[src/rtl/itch_framer.sv]
// ITCH byte-stream framer: packs one message big-endian into seven registers.
// Optional FRAMER_STATS_EN adds saturating message and error counters.
module itch_framer #(
  parameter int REG_WIDTH  = 32,
  parameter int ADD_LEN    = 28,
  parameter int CANCEL_LEN = 12,
  parameter int EXEC_LEN   = 13
) (
  input  logic                 i_clk,
  input  logic                 i_rst,
  input  logic [7:0]           i_data,
  input  logic                 i_valid,
  input  logic                 i_last,
  output logic                 o_ready,
  output logic [REG_WIDTH-1:0] o_reg_1,
  output logic [REG_WIDTH-1:0] o_reg_2,
  output logic [REG_WIDTH-1:0] o_reg_3,
  output logic [REG_WIDTH-1:0] o_reg_4,
  output logic [REG_WIDTH-1:0] o_reg_5,
  output logic [REG_WIDTH-1:0] o_reg_6,
  output logic [REG_WIDTH-1:0] o_reg_7,
  output logic                 o_msg_valid,
  input  logic                 i_msg_ready,
`ifdef FRAMER_STATS_EN
  output logic [15:0]          o_msg_count,
  output logic [15:0]          o_err_count,
`endif
  output logic                 o_err
);

  typedef enum logic [1:0] {
    IDLE,
    COLLECT,
    HOLD,
    DISCARD
  } state_t;

  state_t state;
  state_t state_nx;

  logic [6:0][REG_WIDTH-1:0] regs;
  logic [4:0] count;
  logic [4:0] count_nx;
  logic [4:0] len;
  logic [4:0] type_len;
  logic       drain;
  logic       known;
  logic       xfer;
  logic       final_byte;
  logic       load;
  logic       store;
  logic       err_nx;
  logic       accept;

  assign o_ready     = (state != HOLD);
  assign o_msg_valid = (state == HOLD);
  assign xfer        = i_valid && o_ready;
  assign accept      = o_msg_valid && i_msg_ready;
  assign count_nx    = count + 5'd1;
  assign final_byte  = (count_nx == len);
  assign known       = (type_len != 5'd0);

  assign o_reg_1 = regs[0];
  assign o_reg_2 = regs[1];
  assign o_reg_3 = regs[2];
  assign o_reg_4 = regs[3];
  assign o_reg_5 = regs[4];
  assign o_reg_6 = regs[5];
  assign o_reg_7 = regs[6];

  // Map the type byte to its message length; zero marks an unknown type.
  always_comb begin
    type_len = 5'd0;
    case (i_data)
      8'h41:   type_len = ADD_LEN[4:0];
      8'h58:   type_len = CANCEL_LEN[4:0];
      8'h45:   type_len = EXEC_LEN[4:0];
      default: type_len = 5'd0;
    endcase
  end

  // State register.
  always_ff @(posedge i_clk or posedge i_rst) begin
    if (i_rst) state <= IDLE;
    else       state <= state_nx;
  end

  // Next-state logic plus datapath strobes and error request.
  always_comb begin
    state_nx = state;
    load     = 1'b0;
    store    = 1'b0;
    err_nx   = 1'b0;
    unique case (state)
      IDLE: begin
        if (xfer) begin
          if (known) begin
            load     = 1'b1;
            state_nx = COLLECT;
          end else begin
            err_nx   = 1'b1;
            state_nx = i_last ? IDLE : DISCARD;
          end
        end
      end
      COLLECT: begin
        if (xfer) begin
          store = 1'b1;
          if (final_byte) begin
            state_nx = HOLD;
          end else if (i_last) begin
            err_nx   = 1'b1;
            state_nx = IDLE;
          end
        end
      end
      HOLD: begin
        if (i_msg_ready) begin
          if (drain) begin
            err_nx   = 1'b1;
            state_nx = DISCARD;
          end else begin
            state_nx = IDLE;
          end
        end
      end
      DISCARD: begin
        if (xfer && i_last) state_nx = IDLE;
      end
      default: state_nx = IDLE;
    endcase
  end

  // Message registers, byte counter, latched length and drain flag.
  always_ff @(posedge i_clk or posedge i_rst) begin
    if (i_rst) begin
      regs  <= '0;
      count <= 5'd0;
      len   <= 5'd0;
      drain <= 1'b0;
    end else if (load) begin
      regs            <= '0;
      regs[0][31:24]  <= i_data;
      len             <= type_len;
      count           <= 5'd1;
      drain           <= 1'b0;
    end else if (store) begin
      regs[count[4:2]][{~count[1:0], 3'b000} +: 8] <= i_data;
      count <= count_nx;
      if (final_byte) drain <= !i_last;
    end
  end

  // Registered single-cycle error pulse.
  always_ff @(posedge i_clk or posedge i_rst) begin
    if (i_rst) o_err <= 1'b0;
    else       o_err <= err_nx;
  end

`ifdef FRAMER_STATS_EN
  // Saturating counters of accepted messages and error pulses.
  always_ff @(posedge i_clk or posedge i_rst) begin
    if (i_rst) begin
      o_msg_count <= 16'd0;
      o_err_count <= 16'd0;
    end else begin
      if (accept && o_msg_count != 16'hFFFF)
        o_msg_count <= o_msg_count + 16'd1;
      if (o_err && o_err_count != 16'hFFFF)
        o_err_count <= o_err_count + 16'd1;
    end
  end
`else
  logic unused_accept;
  assign unused_accept = accept;
`endif

endmodule

[config.mk]
export PLATFORM = sky130hd
export DESIGN_NAME = itch_framer
export DESIGN_NICKNAME = d
export VERILOG_FILES = /design/src/rtl/itch_framer.sv
export SDC_FILE = /design/constraint.sdc
export NUM_CORES = 1
export LEC_CHECK = 0
export BUFFER_PORTS_ARGS = -buffer_cell sky130_fd_sc_hd__clkbuf_2
export CAP_MARGIN = 10
export CORE_AREA = 3 3 178 180
export DETAILED_ROUTE_END_ITERATION = 10
export DIE_AREA = 0 0 181 183
export GPL_TIMING_DRIVEN = 0
export PLACE_DENSITY = 0.64
export SYNTH_ARGS = -nofsm -noshare
export SYNTH_HDL_FRONTEND = slang
export SYNTH_SLANG_ARGS = --single-unit
[constraint.sdc]
create_clock -name i_clk -period 9.45 [get_ports i_clk]
set_input_delay 0.945 -clock i_clk [delete_from_list [all_inputs] [get_ports i_clk]]
set_output_delay 0.945 -clock i_clk [all_outputs]
set_load 0.02 [all_outputs]
# Word-level counts from Yosys, hierarchy flattened
# Index checks and enable logic that the tools add are counted.
[classes]
n_addsub = 2
magnitude_cmp = 2
eq_ne = 13
n_shift = 2
muxes = 34
bitwise = 1
reduce_logical = 10
[op_table]
columns = ["operator", "n"]
rows = [
  ["$mux 224", 2],
  ["$bwmux 224", 1],
  ["$demux 32 s3", 1],
  ["$mux 32", 1],
  ["$shift 8x7->32 const A", 1],
  ["$shiftx 8x7->32", 1],
  ["$eq 8x7->1 const B", 3],
  ["$mux 2", 9],
  ["$mux 1", 15],
  ["$pmux 5 s3", 1],
  ["$mux 5", 2],
  ["$ne 2x2->1 const B", 4],
  ["$pmux 2 s4", 1],
  ["$neg 5->7", 1],
  ["$add 5x1->5 const B", 1],
  ["$eq 5x5->1", 1],
  ["$reduce_and 5->1", 1],
  ["$reduce_bool 5->1", 1],
  ["$eq 2x2->1 const B", 2],
  ["$lt 3x4->1 const B", 1],
  ["$reduce_bool 2->1", 2],
  ["$ge 3x1->1 const B", 1],
  ["$logic_and 1x1->1", 3],
  ["$ne 3x3->1 const B", 1],
  ["other kinds (7)", 7],
]
[word_totals]
register_bits = 238
in_bits = 13
out_inout_bits = 227
word_cells = 76

# Depth between registers and ports, before layout
[depth]
ltp_word = 8
ltp_mapped = 10
depth_no_buf = 7

# Worst setup path after synthesis
# No wires, ideal clock.
[synth_path]
path_type = "input -> register"
startpoint = "input port i_data[0]"
endpoint = "register regs (netlist bit o_reg_6[5])"
setup_ns = 0.124
arrival_time_ns = 2.161
required_ns = 9.326
slack_ns = 7.166
cell_stages = 8
path_buffers = 4
cell_sequence = "buf_2 -> nor3b_1 -> o21a_1 -> and3_1 -> buf_2 -> buf_6 -> buf_6 -> a21oi_1"
[synth_between]
elab_chain_cells = 7
word_cells_on_any_way = 13
classes_between = "3 x eq/ne; 1 x shift; 7 x mux; 2 x reduce/logical"
[synth_lines]
columns = ["element", "line_no", "rtl"]
rows = [
  ["from (decl)", "11", "input logic [7:0] i_data,"],
  ["$eq 8x7->1", "74", "case (i_data)"],
  ["$pmux 5 s3", "74", ""],
  ["$reduce_bool 5->1", "61", "assign known = (type_len != 5'd0);"],
  ["$mux 1", "97", "if (known) begin"],
  ["$mux 1", "96", "if (xfer) begin"],
  ["$mux 1", "94", "unique case (state)"],
  ["$mux 224 / $reduce_bool 2->1 (equally long branches)", "n/a", ""],
  ["to (signal, indexed assignment)", "148", "regs[count[4:2]][{~count[1:0], 3'b000} +: 8] <= i_data;"],
  ["to (decl)", "41", "logic [6:0][REG_WIDTH-1:0] regs;"],
]
# Parallel ways exist; a longest one is shown, timed or not. The select of a mux whose other input is x is not followed.
# A chain may end at the register's enable or synchronous reset.

# Worst setup path after layout
[layout_path]
startpoint = "register count[0]"
endpoint = "register regs (netlist bit o_reg_5[18])"
[layout_between]
elab_chain_cells = 8
word_cells_on_any_way = 9
classes_between = "1 x add/sub; 2 x shift; 5 x mux; 1 x bitwise"
[layout_lines]
columns = ["element", "line_no", "rtl"]
rows = [
  ["from (decl)", "42", "logic [4:0] count;"],
  ["from (signal assigned)", "149", "count <= count_nx;"],
  ["$not 2->2 *", "148", ""],
  ["$neg 5->7 *", "148", ""],
  ["$shift 8x7->32", "148", ""],
  ["$mux 32 (implied by the code)", "148", ""],
  ["$demux 32 s3", "148", ""],
  ["$bwmux 224 *", "148", ""],
  ["$mux 224 *", "147", "end else if (store) begin"],
  ["$mux 224 *", "141", "end else if (load) begin"],
]
# Every way passes the cells marked *; elsewhere a longest branch is shown, timed or not. The select of a mux whose other input is x is not followed.

==> results.ini <==
[power_and_ir_drop]
p_per_area_mw_per_mm2 = 237
p_leak_uw = 0.00657
p_total_uw = 3110
vdd_drop_max_uv = 157

[route]
remaining_drc_errors = 0
routedWlPerCell_um = 19.1
dr.pass1.iters = 5
drt_wl_total_um = 33300
viasPerCell = 4.94
vias = 8637
antenna_left = 0
drt_iter0_markers = 616

[cts]
clockBufferDepth = 3
cts_hold_buf = 0
cts_buffers = 27
clkTransAtPathRegs_ns = 0.06
cts_setup_buffers = 0
worstSkewPairLatency_ns = 0.54
cts_tree = done
post_cts_resized = 0
cts_max_level = 1
clock-root-buffer = clkbuf_16
numClockSinks = 236

[worst_setup_path]
cp-start-kind = flip-flop
arrival_ns = 3.33
reg2reg_slack_ns = 6.58
ff2ff_path_depth = 10
r2r_start = count[0]
r2r_end = o_reg_5[18]
endpoint_kind = flip-flop
crit_family = buffers and inverters
max_stage_delay_ns = 0.47
critical_path_buf_inv_count = 4
crit_chain = buf_4 > inv_1 > ha_1 > and3b_1 > clkbuf_1 > clkbuf_1 > nand2_1 > nor2_1 > a21oi_1 > nor2_1
cp_max_fo = 10
cp.required_ns = 9.92
critPathKind = flip-flop to flip-flop
cp_slowest_cell = clkbuf_1

[global_routing]
antenna_found_initial = 1
use_met2_pct = 32.0
grt_pass1_vias = 8774
grt_usage_pct = 19.8
globalRouteMet1Util_pct = 27.6
grt_max_degree = 120
use_met3_pct = 4.26
grt_overflow = 0
grt.busiest_layer = met2
grt_pass1_wl_um = 52100

[outcome]
status = completed

[synthesis]
ys_ff_latch = 236
synthArstFlopShare_pct = 100
synth_area_per_cell_um2 = 9.88
ys_seq_area_share_pct = 56.2
synth_nets = 1082
yosysUniqueCellTypes = 49
synth-edff-count = 0
syn_inst = 1064
synth-warning-count = 0
syn-cell-area_mm2 = 0.0105
yosys_most_used_dff = dfrtp_1

[final_layout]
syn2layout_area_growth_pct = 24.7
layout-drive-gt1-share_pct = 26.7
fin_nets = 1350
n_antenna_cell = 0
fin_cells = 1747
layout.cells.most_common_list = 268 x nor2_1, 238 x clkbuf_2, 236 x dfrtp_1, 129 x a21oi_1, 92 x mux2i_1
fin_area_mm2 = 0.0131
fill_cells = 2994
mostFrequentLayoutCell = nor2_1

[timing]
setup_violations = 0
min_period_ns = 2.87
slew_viol_final = 0
finalCritPeriodShare_pct = 30.3
max_freq_mhz = 349
worst_pin_slew_ns = 0.892
grt_setup_unrepaired = false
fin_ws_ns = 6.58
hold_viol_final = 0
max-slew-margin-rel_pct = 40.5
clock_skew_ns = 0.0105

[placed_design]
place_ws_ns = 6.53
dp_hpwl_um = 23700
port-buffer-count = 238
place_area_mm2 = 0.0122
place_congestion = 0.875
dp_cells = 1699

[floorplanning]
row_count = 64
die_h_um = 183
initial_core_util_pct = 34.6
core_mm2 = 0.0303
die-area_mm2 = 0.0331
dieWidth_um = 181
io_pins = 240

[hold_path]
hold_path_class = input pin to async pin

[flow_run]
drv_cap = 0

worst register-to-register path, cell delays in order, from the launching register on:
cell      delay, ns
dfrtp_1        0.41
buf_4          0.20
inv_1          0.13
ha_1           0.46
and3b_1        0.20
clkbuf_1       0.28
clkbuf_1       0.47
nand2_1        0.29
nor2_1         0.21
a21oi_1        0.06
nor2_1         0.10
per-layer routing:
layer	wire length, µm	part of all wire (%)
met5	13	0.039
met4	652	2.0
met3	2390	7.2
met2	15300	46
met1	15000	45
kinds of logic after synthesis:
group / Yosys count / synth area share, %
AND/OR/NAND/NOR: 481 / 20.6
adder cells (fa/ha/maj): 5 / 0.595
flip-flops: 236 / 56.2
XOR/XNOR: 3 / 0.250
buffers and inverters: 79 / 5.06
multiplexers: 92 / 8.76
AO/OA/AOI/OAI: 168 / 8.56
sequential cells by signal (all words and copies together) (netlist names):
| name | count |
|---|---|
| o_reg_3 | 32 |
| drain | 1 |
| o_err | 1 |
| o_reg_2 | 32 |
| o_reg_7 | 32 |
| count | 5 |
| o_reg_6 | 32 |
| len | 3 |
| o_reg_4 | 32 |
| state | 2 |
| o_reg_5 | 32 |
| o_reg_1 | 32 |
power by group:
part	total (µW)	switching, µW	internal [µW]
sequential	1210	87.0	1130
combinational	858	603	255
clock	1040	429	609
synthesized netlist by cell type (2+ instances only):
cell type  instances  share of area (%)
a211oi_1           2               0.14
a21oi_1          129                6.1
a22o_1             4               0.33
a31oi_1            2               0.12
and2_1            34                2.0
and3_1             3               0.18
and3b_1            2               0.17
buf_2             20               0.95
buf_4              6               0.43
buf_6             25                2.7
clkbuf_1          22               0.79
dfrtp_1          236                 56
ha_1               5               0.59
inv_1              6               0.21
mux2i_1           92                8.8
nand2_1           81                2.9
nand2_2            3               0.18
nand2b_1           3               0.18
nand3_1           44                2.1
nand3_2            7               0.67
nand4_1            2               0.12
nor2_1           268                9.6
nor2_2             7               0.42
nor2_4             4               0.43
nor2b_1            4               0.24
nor3_1             6               0.29
nor3b_1            2               0.14
nor3b_2            3               0.36
o21ai_0           21                1.0
xnor2_1            2               0.17
layout make-up:
class                           count  area, µm²  area share, %
Clock inverter                      8       80.1          0.611
Timing Repair Buffer              239       1220           9.29
Clock buffer                       40        795           6.06
Buffer                             73        509           3.88
Sequential cell                   236       5910           45.0
Multi-Input combinational cell    749       4080           31.1
Tap cell                          396        495           3.78
Inverter                            6       30.0          0.229
stage by stage:
step                hold WS, ns  util [%]  setup TNS, ns
floorplan                 0.468         -              0
global placement          0.486      40.2        -173.39
detailed placement        0.491      40.3              0
CTS                       0.505      43.2              0
global route              0.533      43.2              0
finish                    0.496      43.2              0
worst max-delay path by stage:
stage | endpoint | from | depth (start not counted) | slack (ns)
after detailed placement | o_reg_5[13] | i_data[4] | 8 | 6.53
final | o_reg_5[18] | count[0] | 10 | 6.58
after CTS | o_reg_5[18] | count[0] | 10 | 6.53
after global routing | o_reg_5[18] | count[0] | 10 | 6.26
after global placement | o_reg_5[16] | i_rst | 2 | -0.76
after floorplan | count[0] | i_rst | 1 | 2.03
(Power assumes the default switching activity.)
